===== src/rtl/mmio_peripheral_hub.sv =====
// mmio_peripheral_hub
//   Small memory-mapped peripheral block for a soft CPU. It provides a free
//   running timer with a compare interrupt, a serial RX FIFO, a serial TX
//   holding register, a synchronised game-pad input and a bank of display
//   registers. Everything sits in one 16-word window starting at BASE_ADDR.
//
//   Offset map: 0 TIME (R/W), 1 CMP (R/W), 2 STATUS (R/W1C), 3 SERIAL_RX (R),
//               4 SERIAL_TX (W), 5 GAMEPAD (R), 8.. VREG[0..NUM_VREG-1] (R/W)
//
// Ports
//   Clock, Reset                  rising-edge clock, async active-low reset
//   Addr, WrData, WrEn, RdEn      CPU bus request
//   RdData                        registered read data, zero when not reading
//   Hit                           combinational decode of Addr
//   SerialValid, SerialDataIn     RX word strobe and data (pushed into FIFO)
//   SerialSend, SerialDataOut     one-cycle TX pulse and held TX word
//   GamePad                       asynchronous button inputs
//   VReg                          packed display registers
//   TimerIrq, FifoOverflow        sticky STATUS bits 3 and 2
module mmio_peripheral_hub #(
  parameter int                DATA_W     = 16,
  parameter int                NUM_VREG   = 2,
  parameter int                FIFO_DEPTH = 4,
  parameter int                PRESCALE   = 1,
  parameter logic [DATA_W-1:0] BASE_ADDR  = 16'hFF00
) (
  input  logic                       Clock,
  input  logic                       Reset,
  input  logic [DATA_W-1:0]          Addr,
  input  logic [DATA_W-1:0]          WrData,
  input  logic                       WrEn,
  input  logic                       RdEn,
  output logic [DATA_W-1:0]          RdData,
  output logic                       Hit,
  input  logic                       SerialValid,
  input  logic [DATA_W-1:0]          SerialDataIn,
  output logic                       SerialSend,
  output logic [DATA_W-1:0]          SerialDataOut,
  input  logic [7:0]                 GamePad,
  output logic [NUM_VREG*DATA_W-1:0] VReg,
  output logic                       TimerIrq,
  output logic                       FifoOverflow
);

  localparam int          PTR_W    = $clog2(FIFO_DEPTH);
  localparam int          CNT_W    = PTR_W + 1;
  localparam logic [CNT_W-1:0] FULL_CNT = CNT_W'(FIFO_DEPTH);
  localparam logic [15:0] PRE_LAST = 16'(PRESCALE - 1);

  localparam logic [3:0] OFF_TIME    = 4'd0;
  localparam logic [3:0] OFF_CMP     = 4'd1;
  localparam logic [3:0] OFF_STATUS  = 4'd2;
  localparam logic [3:0] OFF_RX      = 4'd3;
  localparam logic [3:0] OFF_TX      = 4'd4;
  localparam logic [3:0] OFF_GAMEPAD = 4'd5;

  logic [DATA_W-1:0] time_q, cmp_q, rd_data_q, tx_data_q;
  logic [15:0]       presc_q;
  logic              irq_q, ovf_q, send_q;
  logic [DATA_W-1:0] mem [FIFO_DEPTH];
  logic [PTR_W-1:0]  wr_ptr_q, rd_ptr_q;
  logic [CNT_W-1:0]  count_q;
  logic [7:0]        gp_meta_q, gp_sync_q;
  logic [DATA_W-1:0] vreg_q [NUM_VREG];

  logic [3:0]        offset;
  logic              wr_hit, rd_hit;
  logic              time_wr, cmp_wr, status_wr, tx_wr;
  logic              tick, match_set;
  logic [DATA_W-1:0] time_next;
  logic              fifo_empty, fifo_full, pop, push_ok, ovf_set;
  logic [DATA_W-1:0] rd_mux;

  // Address decode: the upper bits select the window, the low nibble the
  // register. A write on the same cycle as a read wins and suppresses the read
  // (and therefore any FIFO pop).
  always_comb begin
    offset    = Addr[3:0];
    Hit       = (Addr[DATA_W-1:4] == BASE_ADDR[DATA_W-1:4]) &&
                ((offset <= OFF_GAMEPAD) ||
                 ((offset >= 4'd8) && (int'(offset) < 8 + NUM_VREG)));
    wr_hit    = WrEn && Hit;
    rd_hit    = RdEn && Hit && !WrEn;
    time_wr   = wr_hit && (offset == OFF_TIME);
    cmp_wr    = wr_hit && (offset == OFF_CMP);
    status_wr = wr_hit && (offset == OFF_STATUS);
    tx_wr     = wr_hit && (offset == OFF_TX);

    // A TIME write restarts the prescaler, so it never ticks in that cycle.
    tick      = !time_wr && (presc_q == PRE_LAST);
    time_next = time_q + 1'b1;
    match_set = tick && (time_next == cmp_q);

    // A push into a full FIFO is only accepted when a pop frees a slot in the
    // same cycle; otherwise the word is dropped and flagged.
    fifo_empty = (count_q == '0);
    fifo_full  = (count_q == FULL_CNT);
    pop        = rd_hit && (offset == OFF_RX) && !fifo_empty;
    push_ok    = SerialValid && (!fifo_full || pop);
    ovf_set    = SerialValid && fifo_full && !pop;
  end

  // Read multiplexer; write-only and unimplemented offsets read as zero.
  always_comb begin
    rd_mux = '0;
    case (offset)
      OFF_TIME:    rd_mux = time_q;
      OFF_CMP:     rd_mux = cmp_q;
      OFF_STATUS:  rd_mux[3:0] = {irq_q, ovf_q, fifo_full, !fifo_empty};
      OFF_RX:      rd_mux = fifo_empty ? '0 : mem[rd_ptr_q];
      OFF_GAMEPAD: rd_mux[7:0] = gp_sync_q;
      default: begin
        for (int i = 0; i < NUM_VREG; i++) begin
          if (offset == 4'(8 + i)) rd_mux = vreg_q[i];
        end
      end
    endcase
  end

  // Timer, compare register and the two sticky status flags. Set events take
  // precedence over a write-one-to-clear in the same cycle.
  always_ff @(posedge Clock or negedge Reset) begin
    if (!Reset) begin
      time_q  <= '0;
      presc_q <= '0;
      cmp_q   <= '1;
      irq_q   <= 1'b0;
      ovf_q   <= 1'b0;
    end else begin
      if (time_wr) begin
        time_q  <= WrData;
        presc_q <= '0;
      end else if (tick) begin
        time_q  <= time_next;
        presc_q <= '0;
      end else begin
        presc_q <= presc_q + 1'b1;
      end
      if (cmp_wr) cmp_q <= WrData;
      if (match_set)                    irq_q <= 1'b1;
      else if (status_wr && WrData[3])  irq_q <= 1'b0;
      if (ovf_set)                      ovf_q <= 1'b1;
      else if (status_wr && WrData[2])  ovf_q <= 1'b0;
    end
  end

  // RX FIFO bookkeeping; the storage array itself needs no reset.
  always_ff @(posedge Clock or negedge Reset) begin
    if (!Reset) begin
      wr_ptr_q <= '0;
      rd_ptr_q <= '0;
      count_q  <= '0;
    end else begin
      if (push_ok) wr_ptr_q <= wr_ptr_q + 1'b1;
      if (pop)     rd_ptr_q <= rd_ptr_q + 1'b1;
      case ({push_ok, pop})
        2'b10:   count_q <= count_q + 1'b1;
        2'b01:   count_q <= count_q - 1'b1;
        default: count_q <= count_q;
      endcase
    end
  end

  always_ff @(posedge Clock) begin
    if (push_ok) mem[wr_ptr_q] <= SerialDataIn;
  end

  // Bus read register, TX holding register, game-pad synchroniser and
  // display registers.
  always_ff @(posedge Clock or negedge Reset) begin
    if (!Reset) begin
      rd_data_q <= '0;
      tx_data_q <= '0;
      send_q    <= 1'b0;
      gp_meta_q <= '0;
      gp_sync_q <= '0;
      for (int i = 0; i < NUM_VREG; i++) vreg_q[i] <= '0;
    end else begin
      rd_data_q <= rd_hit ? rd_mux : '0;
      send_q    <= tx_wr;
      if (tx_wr) tx_data_q <= WrData;
      gp_meta_q <= GamePad;
      gp_sync_q <= gp_meta_q;
      for (int i = 0; i < NUM_VREG; i++) begin
        if (wr_hit && (offset == 4'(8 + i))) vreg_q[i] <= WrData;
      end
    end
  end

  generate
    for (genvar g = 0; g < NUM_VREG; g++) begin : g_vreg
      assign VReg[g*DATA_W +: DATA_W] = vreg_q[g];
    end
  endgenerate

  assign RdData        = rd_data_q;
  assign SerialSend    = send_q;
  assign SerialDataOut = tx_data_q;
  assign TimerIrq      = irq_q;
  assign FifoOverflow  = ovf_q;

endmodule


===== config.mk =====
export PLATFORM = sky130hd
export DESIGN_NAME = mmio_peripheral_hub
export DESIGN_NICKNAME = d
export VERILOG_FILES = /design/src/rtl/mmio_peripheral_hub.sv
export SDC_FILE = /design/constraint.sdc
export NUM_CORES = 1
export LEC_CHECK = 0
export ABC_CLOCK_PERIOD_IN_PS = 5100
export BUFFER_PORTS_ARGS = -buffer_cell sky130_fd_sc_hd__buf_4
export CAP_MARGIN = 20
export CORE_UTILIZATION = 55
export CTS_CLUSTER_DIAMETER = 100
export DETAILED_ROUTE_END_ITERATION = 16
export HOLD_SLACK_MARGIN = 0.08
export PLACE_DENSITY = 0.75
export SKIP_CTS_REPAIR_TIMING = 1
export SYNTH_ARGS = -nofsm -noshare
export SYNTH_HDL_FRONTEND = slang
export SYNTH_SLANG_ARGS = --single-unit

===== constraint.sdc =====
create_clock -name Clock -period 5.1 [get_ports Clock]
set_input_delay 0.255 -clock Clock [delete_from_list [all_inputs] [get_ports Clock]]
set_output_delay 0.255 -clock Clock [all_outputs]
set_load 0.05 [all_outputs]

==> flow_summary.yaml <==
grt:
  grt_use_total: 0.270
  grt_pass1_wl_mm: 36.3
  grt_max_degree: 86
  grt_pass1_vias: 6423
  grt.overflow.total: 0
  antenna_found_initial: 0
placement:
  dp.cells: 1112
  port_buffers: 128
  dp_hpwl_mm: 16.2
  gp_congestion: 0.896
timing:
  rsz0062_at_grt: "false"
  slew_headroom: 0.328
  finalHoldViolCount: 0
  fmax_ghz: 0.359
  worst_pin_slew_ps: 1000
  layout_worst_path_cycle_share: 0.546
  timing.final.crit_period_ps: 2780
  slew_viol_final: 0
  finalSetupViolations: 0
  fin_setup_tns_ps: 0
  clock_skew_ps: 19.2
clocking:
  htree_levels: 1
  cts_inserted_buffers: 22
  cts_root_buf: "clkbuf_16"
  clk_path_buf_depth: 3
  cts_tree: "done"
  clk_latency_ps: 510
  clkTransAtPathRegs_ps: 60
  clock_sinks: 202
setup_path:
  r2r-end: "TimerIrq$_DFFE_PN0P_"
  path_cells: "inv_1 -> ha_1 -> nor4b_2 -> and4_1 -> nand4_1 -> or4_1 -> or4_1 -> o21ai_1"
  path_buf_inv: 1
  crit_fanout: 8
  slowest_delay_ps: 540
  reg2reg_depth: 8
  cp_top_family: "simple AND/OR/NAND/NOR gates"
  critPathMostFrequentCell: "or4_1"
  arrival_ps: 3210
  worst_ep_required_time_ps: 5530
  cp-end-kind: "register"
  critPathLaunchType: "register"
  cp_slowest_cell: "or4_1"
  r2r_start: "presc_q[0]$_DFF_PN0_"
  rrSetupSlack_ps: 2320
  critPathKind: "register to register"
power_and_ir_drop:
  swShare: 0.252
  power_density_nw_per_um2: 335
  p_clk_frac: 0.397
  p_leak_nw: 4.99
  p_int_w: 0.00289
  peakVddDrop_v: 0.000361
  net-switching-power_w: 0.000972
  combPwrFrac: 0.110
  p_seq_frac: 0.494
synthesis:
  seq_area_frac_synth: 0.583
  syn_nets: 872
  synth.avg_cell_area_um2: 11.5
  yosysTopAreaCell: "dfrtp_1"
  synth_seq_cells: 202
  ys.flop_type: "dfrtp_1"
  syn_inst: 803
  synth_edf_count: 64
  async_flop_share: 0.683
  synth_top_area_share: 0.330
  synthTopCellsByArea: "dfrtp_1 33%, edfxtp_1 21%, dfstp_2 4.5%, mux4_2 3.9%, mux2_2 3.8%"
  netlist-cell-type-count: 54
  yosysWarningCount: 0
  syn_area_um2: 9260
worst_hold_path:
  min_path_type: "primary input to register"
  hold_depth: 3
  hold_path_end: "FifoOverflow$_DFFE_PN0P_"
  min_from: "SerialValid"
run_status:
  status: "completed"
floorplan:
  die_area_um2: 17400
  die_h_um: 132
  ios: 129
  start_util: 0.560
  core_um2: 16500
  num_rows: 47
  die_x_um: 132
final_layout:
  fin_util: 0.697
  layout-drive-gt1-share: 0.247
  n_antenna_cell: 0
  synthToLayoutAreaGrowth_pct: 24.4
  nNetsFinal: 1028
  final_cells: 1195
drt:
  dr.pass1.iters: 6
  routed_wl_mm: 23.9
  met1Wirelength_mm: 10.2
  vias: 6880
  ant_nets: 0
  vias_per_cell: 5.76
  drt_first_iter_violations: 600
  drcViolationCount: 0
  wl_met3_mm: 1.38
  routed.top_layer: "met4"
  met2_length_mm: 11.6
  wl_per_cell_um: 20.0
flow_run:
  maxCapViolCount: 0
Yosys cell counts, types with 12 or more instances:
library cell	number
a21oi_1	41
a221oi_1	12
a22o_1	16
and3_1	14
clkbuf_1	38
dfrtp_1	122
dfstp_2	16
edfxtp_1	64
inv_1	39
mux2_2	31
mux4_2	16
nand2_1	79
nand3_1	17
nor2_1	66
nor3_1	20
o21ai_0	60
xnor2_1	30
xor2_1	22
cells by family after synthesis:
logic type      synth area share
mux                       0.0905
xor+xnor                  0.0492
fa+ha+maj                 0.0127
simple gates               0.125
flops                      0.583
compound gates             0.105
buf+inv                   0.0347
cell usage in the layout (no fill, tap or decap), types with 3 or more instances in the layout:
cell | Yosys | layout
a211oi_1 | 4 | 4
a21oi_1 | 41 | 41
a221oi_1 | 12 | 12
a22o_1 | 16 | 16
and3_1 | 14 | 14
and4_1 | 5 | 5
buf_4 | 1 | 131
clkbuf_1 | 38 | 5
clkbuf_16 | 0 | 23
clkbuf_8 | 0 | 4
clkinv_2 | 0 | 3
clkinvlp_4 | 0 | 3
dfrtp_1 | 122 | 122
dfstp_2 | 16 | 16
dlygate4sd3_1 | 0 | 41
edfxtp_1 | 64 | 64
ha_1 | 7 | 7
inv_1 | 39 | 39
mux2_1 | 7 | 7
mux2_2 | 31 | 31
mux2i_1 | 5 | 5
mux4_2 | 16 | 16
nand2_1 | 79 | 79
nand3_1 | 17 | 17
nand4_1 | 9 | 9
nor2_1 | 66 | 66
nor3_1 | 20 | 20
nor3b_1 | 3 | 3
o21a_1 | 4 | 4
o21ai_0 | 60 | 60
o21bai_1 | 8 | 8
o41ai_1 | 3 | 3
or2_2 | 3 | 3
or3_1 | 3 | 3
or4_1 | 3 | 3
xnor2_1 | 30 | 30
xor2_1 | 22 | 22
area by class of cell:
class	count	area, um2
Clock buffer	32	649
Clock inverter	8	60.1
Fill cell	1181	5010
Inverter	39	146
Multi-Input combinational cell	518	3540
Sequential cell	202	5400
Tap cell	220	275
Timing Repair Buffer	176	1450
routing by layer:
metal | GRT usage | up-vias
met3 | 0.0319 | 45
met5 | 0 | -
met2 | 0.427 | 256
met1 | 0.393 | 3407
met4 | 0.0911 | 0
li1 | - | 3172
tightest hold or removal path, cell delays in order:
cell	delay, ps
buf_4	140
inv_1	100
o21ai_0	90
power groups by stage:
stage	Clock, W	Sequential, W	Combinational, W
6_report	0.00153	0.00191	0.000423
3_5_place_dp	0	0.00194	0.000391
4_1_cts	0.00155	0.00191	0.000392
5_1_grt	0.00161	0.00192	0.000471
2_1_floorplan	0	0.00189	0.000264
3_3_place_gp	0	0.00193	0.000384
flip-flops by register name, indices dropped and copies added (netlist names):
name / flops
cmp_q: 16
time_q: 16
TimerIrq: 1
VReg: 32
mem: 64
gp_meta_q: 8
gp_sync_q: 8
presc_q: 16
FifoOverflow: 1
rd_ptr_q: 2
wr_ptr_q: 2
SerialSend: 1
RdData: 16
count_q: 3
SerialDataOut: 16
metrics by stage:
step | power, W | area [um2] | hold slack [ps] | setup WS [ps]
after detailed placement | 0.00233 | 10400 | 336 | 1770
after global routing | 0.00400 | 11500 | 125 | 2110
after global placement | 0.00231 | 10400 | 334 | 1940
final | 0.00386 | 11500 | 109 | 2320
after floorplan | 0.00216 | 9260 | -40.6 | 2670
after CTS | 0.00385 | 11100 | -179 | 2320
worst max path at each step:
stage,from,to,slack (ps),depth (start not counted)
after global placement,Addr[4],mem[1][11]$_DFFE_PP_,1940,5
after detailed placement,Addr[4],mem[0][12]$_DFFE_PP_,1770,5
after CTS,Addr[4],mem[0][5]$_DFFE_PP_,2320,5
after global routing,time_q[0]$_DFFE_PN0P_,TimerIrq$_DFFE_PN0P_,2110,7
after floorplan,Addr[4],mem[0][0]$_DFFE_PP_,2670,4
final,presc_q[0]$_DFF_PN0_,TimerIrq$_DFFE_PN0P_,2320,8
Power figures use the tool's default switching activity.
